[src/rtl/adc_seq_pkg.sv]
// Shared state encoding and parameter helpers for the ADC phase/SOC sequencer.
// Pure declarations; no logic, no latency, no backpressure.
package adc_seq_pkg;

   typedef enum logic [2:0] {
      IDLE     = 3'd0,
      ARM      = 3'd1,
      ACTIVE   = 3'd2,
      GAP      = 3'd3,
      ENDCOUNT = 3'd4
   } seq_state_t;

   // Phase half-period H in CLOCK cycles.
   function automatic int half_period(input int div_log2);
      return 1 << div_log2;
   endfunction

   // SOC_LF high length L in CLOCK cycles.
   function automatic int soc_len(input int soc_len_log2);
      return 1 << soc_len_log2;
   endfunction

   // Dead time must leave part of each half-period high; SOC_LF must fit in one frame.
   function automatic bit cfg_ok(input int div_log2, input int dead_cyc, input int soc_len_log2);
      return (dead_cyc >= 1) && (dead_cyc < half_period(div_log2)) &&
             (soc_len(soc_len_log2) <= 2 * half_period(div_log2));
   endfunction

endpackage

[src/rtl/adc_phase_gen.sv]
// Frame counter plus registered non-overlapping PHI1/PHI2 and their complements.
// Outputs are flops decoded from the previous div_cnt; free-running, no backpressure.
module adc_phase_gen
   import adc_seq_pkg::*;
#(
   parameter int DIV_LOG2 = 9,
   parameter int DEAD_CYC = 2
)(
   input  logic                CLOCK,
   input  logic                RESETB,
   output logic [DIV_LOG2:0]   div_cnt,
   output logic                PHI1,
   output logic                PHI2,
   output logic                PHI3,
   output logic                PHI4
);

   localparam int H  = half_period(DIV_LOG2);
   localparam int CW = DIV_LOG2 + 1;
   localparam logic [CW-1:0] P1_LO = CW'(DEAD_CYC);
   localparam logic [CW-1:0] P1_HI = CW'(H - 1);
   localparam logic [CW-1:0] P2_LO = CW'(H + DEAD_CYC);

   logic phi1_nxt;
   logic phi2_nxt;

   // div_cnt spans exactly one frame, so natural overflow is the 2H-1 -> 0 wrap.
   assign phi1_nxt = (div_cnt >= P1_LO) && (div_cnt <= P1_HI);
   assign phi2_nxt = (div_cnt >= P2_LO);

   always_ff @(posedge CLOCK or negedge RESETB) begin
      if (!RESETB) begin
         div_cnt <= '0;
         PHI1    <= 1'b0;
         PHI2    <= 1'b0;
         PHI3    <= 1'b1;
         PHI4    <= 1'b1;
      end else begin
         div_cnt <= div_cnt + CW'(1);
         PHI1    <= phi1_nxt;
         PHI2    <= phi2_nxt;
         PHI3    <= !phi2_nxt;
         PHI4    <= !phi1_nxt;
      end
   end

endmodule

[src/rtl/adc_phase_soc_seq.sv]
// ADC phase clocks plus a burst SOC sequencer aligning SOC_LF to frame start.
// Start is accepted one edge after the SOC rise; edges while BUSY are dropped, not queued.
module adc_phase_soc_seq
   import adc_seq_pkg::*;
#(
   parameter int DIV_LOG2     = 9,
   parameter int DEAD_CYC     = 2,
   parameter int SOC_LEN_LOG2 = 10,
   parameter int CNT_W        = 8
)(
   input  logic             CLOCK,
   input  logic             RESETB,
   input  logic             SOC,
   input  logic [CNT_W-1:0] BURST_N,
   input  logic             ABORT,
   output logic             PHI1,
   output logic             PHI2,
   output logic             PHI3,
   output logic             PHI4,
   output logic             SOC_LF,
   output logic             BUSY,
   output logic             DONE,
   output logic [CNT_W-1:0] CONV_IDX
);

   localparam int H  = half_period(DIV_LOG2);
   localparam int CW = DIV_LOG2 + 1;
   localparam logic [CW-1:0] FRAME_LAST = CW'(2 * H - 1);

   if (!cfg_ok(DIV_LOG2, DEAD_CYC, SOC_LEN_LOG2)) begin : g_cfg_err
      $error("adc_phase_soc_seq: need 1 <= DEAD_CYC < H and L <= 2H");
   end

   logic [CW-1:0]           div_cnt;
   seq_state_t              state;
   seq_state_t              state_nxt;
   logic                    soc_q;
   logic [CNT_W-1:0]        target;
   logic [SOC_LEN_LOG2-1:0] len_cnt;
   logic                    start;
   logic                    frame_end;
   logic                    len_last;
   logic                    last_conv;

   adc_phase_gen #(
      .DIV_LOG2 (DIV_LOG2),
      .DEAD_CYC (DEAD_CYC)
   ) u_phase_gen (
      .CLOCK   (CLOCK),
      .RESETB  (RESETB),
      .div_cnt (div_cnt),
      .PHI1    (PHI1),
      .PHI2    (PHI2),
      .PHI3    (PHI3),
      .PHI4    (PHI4)
   );

   assign start     = SOC && !soc_q;
   assign frame_end = (div_cnt == FRAME_LAST);
   assign len_last  = &len_cnt;
   assign last_conv = ((CONV_IDX + CNT_W'(1)) == target);

   always_comb begin
      state_nxt = state;
      unique case (state)
         IDLE:     if (start) state_nxt = ARM;
         ARM:      if (frame_end) state_nxt = ACTIVE;
         ACTIVE:   if (len_last) state_nxt = last_conv ? ENDCOUNT : GAP;
         GAP:      state_nxt = ARM;
         ENDCOUNT: state_nxt = IDLE;
         default:  state_nxt = IDLE;
      endcase
      if (ABORT && (state != IDLE)) state_nxt = IDLE;
   end

   // Status outputs are registered from the next state so they line up with it exactly.
   always_ff @(posedge CLOCK or negedge RESETB) begin
      if (!RESETB) begin
         state    <= IDLE;
         soc_q    <= 1'b0;
         target   <= '0;
         len_cnt  <= '0;
         CONV_IDX <= '0;
         SOC_LF   <= 1'b0;
         BUSY     <= 1'b0;
         DONE     <= 1'b0;
      end else begin
         state  <= state_nxt;
         soc_q  <= SOC;
         SOC_LF <= (state_nxt == ACTIVE);
         BUSY   <= (state_nxt != IDLE);
         DONE   <= (state_nxt == ENDCOUNT);
         if ((state == IDLE) && start) begin
            target   <= (BURST_N == '0) ? CNT_W'(1) : BURST_N;
            CONV_IDX <= '0;
         end
         if ((state_nxt == ACTIVE) && (state != ACTIVE)) begin
            len_cnt <= '0;
         end else if (state == ACTIVE) begin
            len_cnt <= len_cnt + SOC_LEN_LOG2'(1);
         end
         if ((state == ACTIVE) && (state_nxt == GAP)) begin
            CONV_IDX <= CONV_IDX + CNT_W'(1);
         end
      end
   end

endmodule
[config.mk]
export PLATFORM = sky130hd
export DESIGN_NAME = adc_phase_soc_seq
export DESIGN_NICKNAME = d
export VERILOG_FILES = /design/src/rtl/adc_seq_pkg.sv /design/src/rtl/adc_phase_gen.sv /design/src/rtl/adc_phase_soc_seq.sv
export SDC_FILE = /design/constraint.sdc
export NUM_CORES = 1
export LEC_CHECK = 0
export ABC_AREA = 1
export CORE_MARGIN = 2
export CORE_UTILIZATION = 55
export DETAILED_ROUTE_END_ITERATION = 12
export DONT_BUFFER_PORTS = 1
export PLACE_DENSITY = 0.78
export SYNTH_ARGS = -nofsm -noshare
export SYNTH_HDL_FRONTEND = slang
export SYNTH_SLANG_ARGS = --single-unit
export TNS_END_PERCENT = 20
[constraint.sdc]
create_clock -name CLOCK -period 2.6 [get_ports CLOCK]
set_input_delay 0.52 -clock CLOCK [delete_from_list [all_inputs] [get_ports CLOCK]]
set_output_delay 0.52 -clock CLOCK [all_outputs]
set_load 0.1 [all_outputs]
==> summary.md <==
| Metric | Value |
|---|---|
| Outcome | complete, no violations |
| N_diodes | 0 |
| Drt first pass iters | 4 |
| Leading cell type in the layout, fill and taps excluded | nand2_1 |
| Slowest stage cell, crit path | dfrtp_2 |
| CTS Buffer Depth | 2 |
| Ratio of cells with drive above 1 in the final layout | 0.125 |
| CTS Buf Count | 5 |
| Vias in the first global route | around 1900 |
| Placed cell count | between 300 and 400 |
| Starting Density | 0.563 |
| All-Layer GR Usage | 0.214 |
| Final setup TNS | 0 ns |
| Hold WC Path Type | in2async |
| Fin. Hold Viols | 0 |
| Net count reported at finish | ~330 |
| CTS tree | built |
| Critical Path AT | around 2.4 ns |
| Antenna viol nets, final | 0 |
| Overall power | between 1.5 and 2 mW |
| Routability cong. | 0.854 |
| Power density over cell area | approximately 600 mW/mm^2 |
| Tightest Pin Transition | 0.882 ns |
| CP required | between 2 and 3 ns |
| Largest net degree at the start of global routing | 46 |
| DIE WIDTH | between 70 and 80 microns |
| Most frequent cells in the layout | 98 x nand2_1, 45 x inv_1, 43 x dfrtp_1 |
| Layout Skew | approximately 0.0093 ns |
| Cell count after synthesis | between 300 and 400 |
| Pleak | 1.42 nW |
| Die area | between 0.004 and 0.005 sq mm |
| CTS H-Tree Depth | 2 |
| Seq cells post-synth | 47 |
| Largest stage delay on the critical path | 0.48 ns |
| Post-CTS setup repair buffer count | 0 |
| Minimum clock period | between 2 and 2.5 ns |
| Core Util, Final | 0.622 |
| Crit path cell chain | ha_1 > xnor2_1 > nand2_1 > nor2_1 > nand3_1 > nor2_1 > nand2_2 > nand2_2 > nand2_1 > a21oi_2 > nand4_2 > nand2_1 > nand2_1 |
| Mean post-synth cell area | 7.98 sq um |
| First-pass GRT wire length | around 8.3 mm |
| Synthesized area | approximately 0.0024 sq mm |
| Boundary Pins | 27 |
| Site Rows | 24 |
| R2R depth | 13 |
| Sequential share of the synthesized area | 0.487 |
| Clock root cell | clkbuf_8 |
| Number of distinct library cells after synthesis | 33 |
| Yosys warns | 0 |
| MaxCap Viol Count | 0 |
| Worst skew pair latency | around 0.30 ns |
| Unrepaired setup endpoints after global routing | false |
| Final Non-Filler Cells | 371 |
| Share of the synthesized area in the top cell type | 0.466 |
| GRT overflow | 0 |
| Area growth from synthesis to layout | 10.4% |
| Worst Setup End Kind | flop |
| F_max | ~450 MHz |
| Core area | 0.00429 sq mm |
| Top cells by area, synth | dfrtp_1 47%, nand2_1 15%, nand3_1 7.2% |
| Hold Worst Slack | roughly 0.051 ns |
| CP Launch Type | flop |
| R2R setup slack | between 0.3 and 0.4 ns |
| Kind of critical path | reg2reg |
| CP Max Fanout | 9 |
| Worst-path clk slew | 0.09 ns |
| # port buffers | 0 |
| Final period util | 0.857 |
| Synthesized Nets | 319 |
| Clock sinks | 47 |
| Max Slew Vio Count | 0 |
| Via count | 1932 |
| Initial DRC count | between 90 and 100 |
| Drt via density | 5.21 |
| CP dominant cell by count | nand2_1 |
| Setup violators final | 0 |
| Initial antenna violation count | 0 |
| Yosys top cell by area | dfrtp_1 |
| Dpl hpwl | approximately 3.5 mm |
| Worst vdd ir | roughly 0.00055 V |
| Avg WL per Cell | between 10 and 15 microns |
| DRC | 0 |
| Post-Route WL | between 4 and 5 mm |
| Die H | roughly 70 microns |
| Max_slew headroom | 0.412 |
## stage by stage
step / area, sq um / setup WS, ns
2_1_floorplan: 2420 / 0.00998
3_3_place_gp: 2550 / 0.405
3_5_place_dp: 2550 / 0.331
4_1_cts: 2670 / 0.311
5_1_grt: 2670 / 0.0715
6_report: 2670 / 0.372
## per-layer routing
metal	part of all wire	track usage	vias to the layer above
met2	0.49	0.345	30
met1	0.45	0.281	909
met3	0.038	0.0519	8
met5	0	0	-
li1	-	-	985
met4	0.017	0.0812	0
## critical path, delay by kind of cell (launching register included)
| family | cells | cell delay [ns] |
|---|---|---|
| AOI/OAI and AO/OA | 1 | 0.18 |
| adders and majority gates | 1 | 0.34 |
| DFF | 1 | 0.48 |
| xor gates and xnor gates | 1 | 0.16 |
| and+or+nand+nor | 10 | 0.95 |
## Yosys cell counts
library cell,instances
nand4_2,1
a21oi_2,1
nand3_4,1
nor2_2,2
o21ai_0,7
clkbuf_1,2
nand3_1,35
or2_0,1
a31o_2,1
inv_2,2
nand3_2,1
nand2_1,98
buf_2,1
clkinv_1,1
inv_1,45
nor2_1,12
nor3_2,3
ha_1,4
a21oi_1,2
nand4_1,4
xnor2_1,3
nor3_1,3
dfstp_2,2
xor2_1,9
inv_4,1
o21bai_1,1
nor4_1,4
or2_2,1
dfrtp_1,45
or4_1,1
o21ai_1,1
nand3b_1,4
nand2_2,4
## registers in the layout, summed over array words and instances (netlist names)
register	flops
u_phase_gen.PHI4	1
soc_q	1
CONV_IDX	8
u_phase_gen.PHI2	1
u_phase_gen.div_cnt	10
state	3
len_cnt	10
DONE	1
u_phase_gen.PHI1	1
target	8
u_phase_gen.PHI3	1
SOC_LF	1
BUSY	1
## logic make-up (layout without fill, tap and decap cells)
group                      count (synthesis)  in the layout  synth area share
xor gates and xnor gates                  12             12            0.0435
DFF                                       47             47             0.487
adders and majority gates                  4              4            0.0207
and+or+nand+nor                          175            175             0.335
buffers and inverters                     52             68            0.0823
AOI/OAI and AO/OA                         13             13            0.0310
## timing repair
item                                    4_1_cts  5_1_grt
endpoints found under the setup margin        0        4
gates resized for setup                       0        1
hold buffers                                  1        0
hold endpoints to repair                     45        0
## final timing paths
check | from | endpoint
max reg2reg | CONV_IDX[0]$_DFFE_PN0P_ | len_cnt[9]$_DFFE_PN0P_
max | CONV_IDX[0]$_DFFE_PN0P_ | len_cnt[9]$_DFFE_PN0P_
min | RESETB | u_phase_gen.PHI4$_DFF_PN1_
min in group CLOCK | SOC | soc_q$_DFF_PN0_
min reg2reg | u_phase_gen.div_cnt[9]$_DFF_PN0_ | u_phase_gen.PHI1$_DFF_PN0_
max in group asynchronous | RESETB | DONE$_DFF_PN0_
## layout make-up
type	count	area (sq um)
Sequential cell	47	1180
Inverter	49	186
Clock buffer	7	86.3
Tap cell	52	65.1
Multi-Input combinational cell	204	1040
Clock inverter	1	8.76
Fill cell	367	1620
Timing Repair Buffer	11	103
## power breakdown
group          switching [mW]  leakage (nW)  internal [mW]
Combinational           0.171         0.802          0.104
Clock                   0.243        0.0484          0.218
Sequential              0.109         0.566          0.805
Total                   0.523          1.42           1.13
No activity file was read; power rests on OpenSTA's default activity.
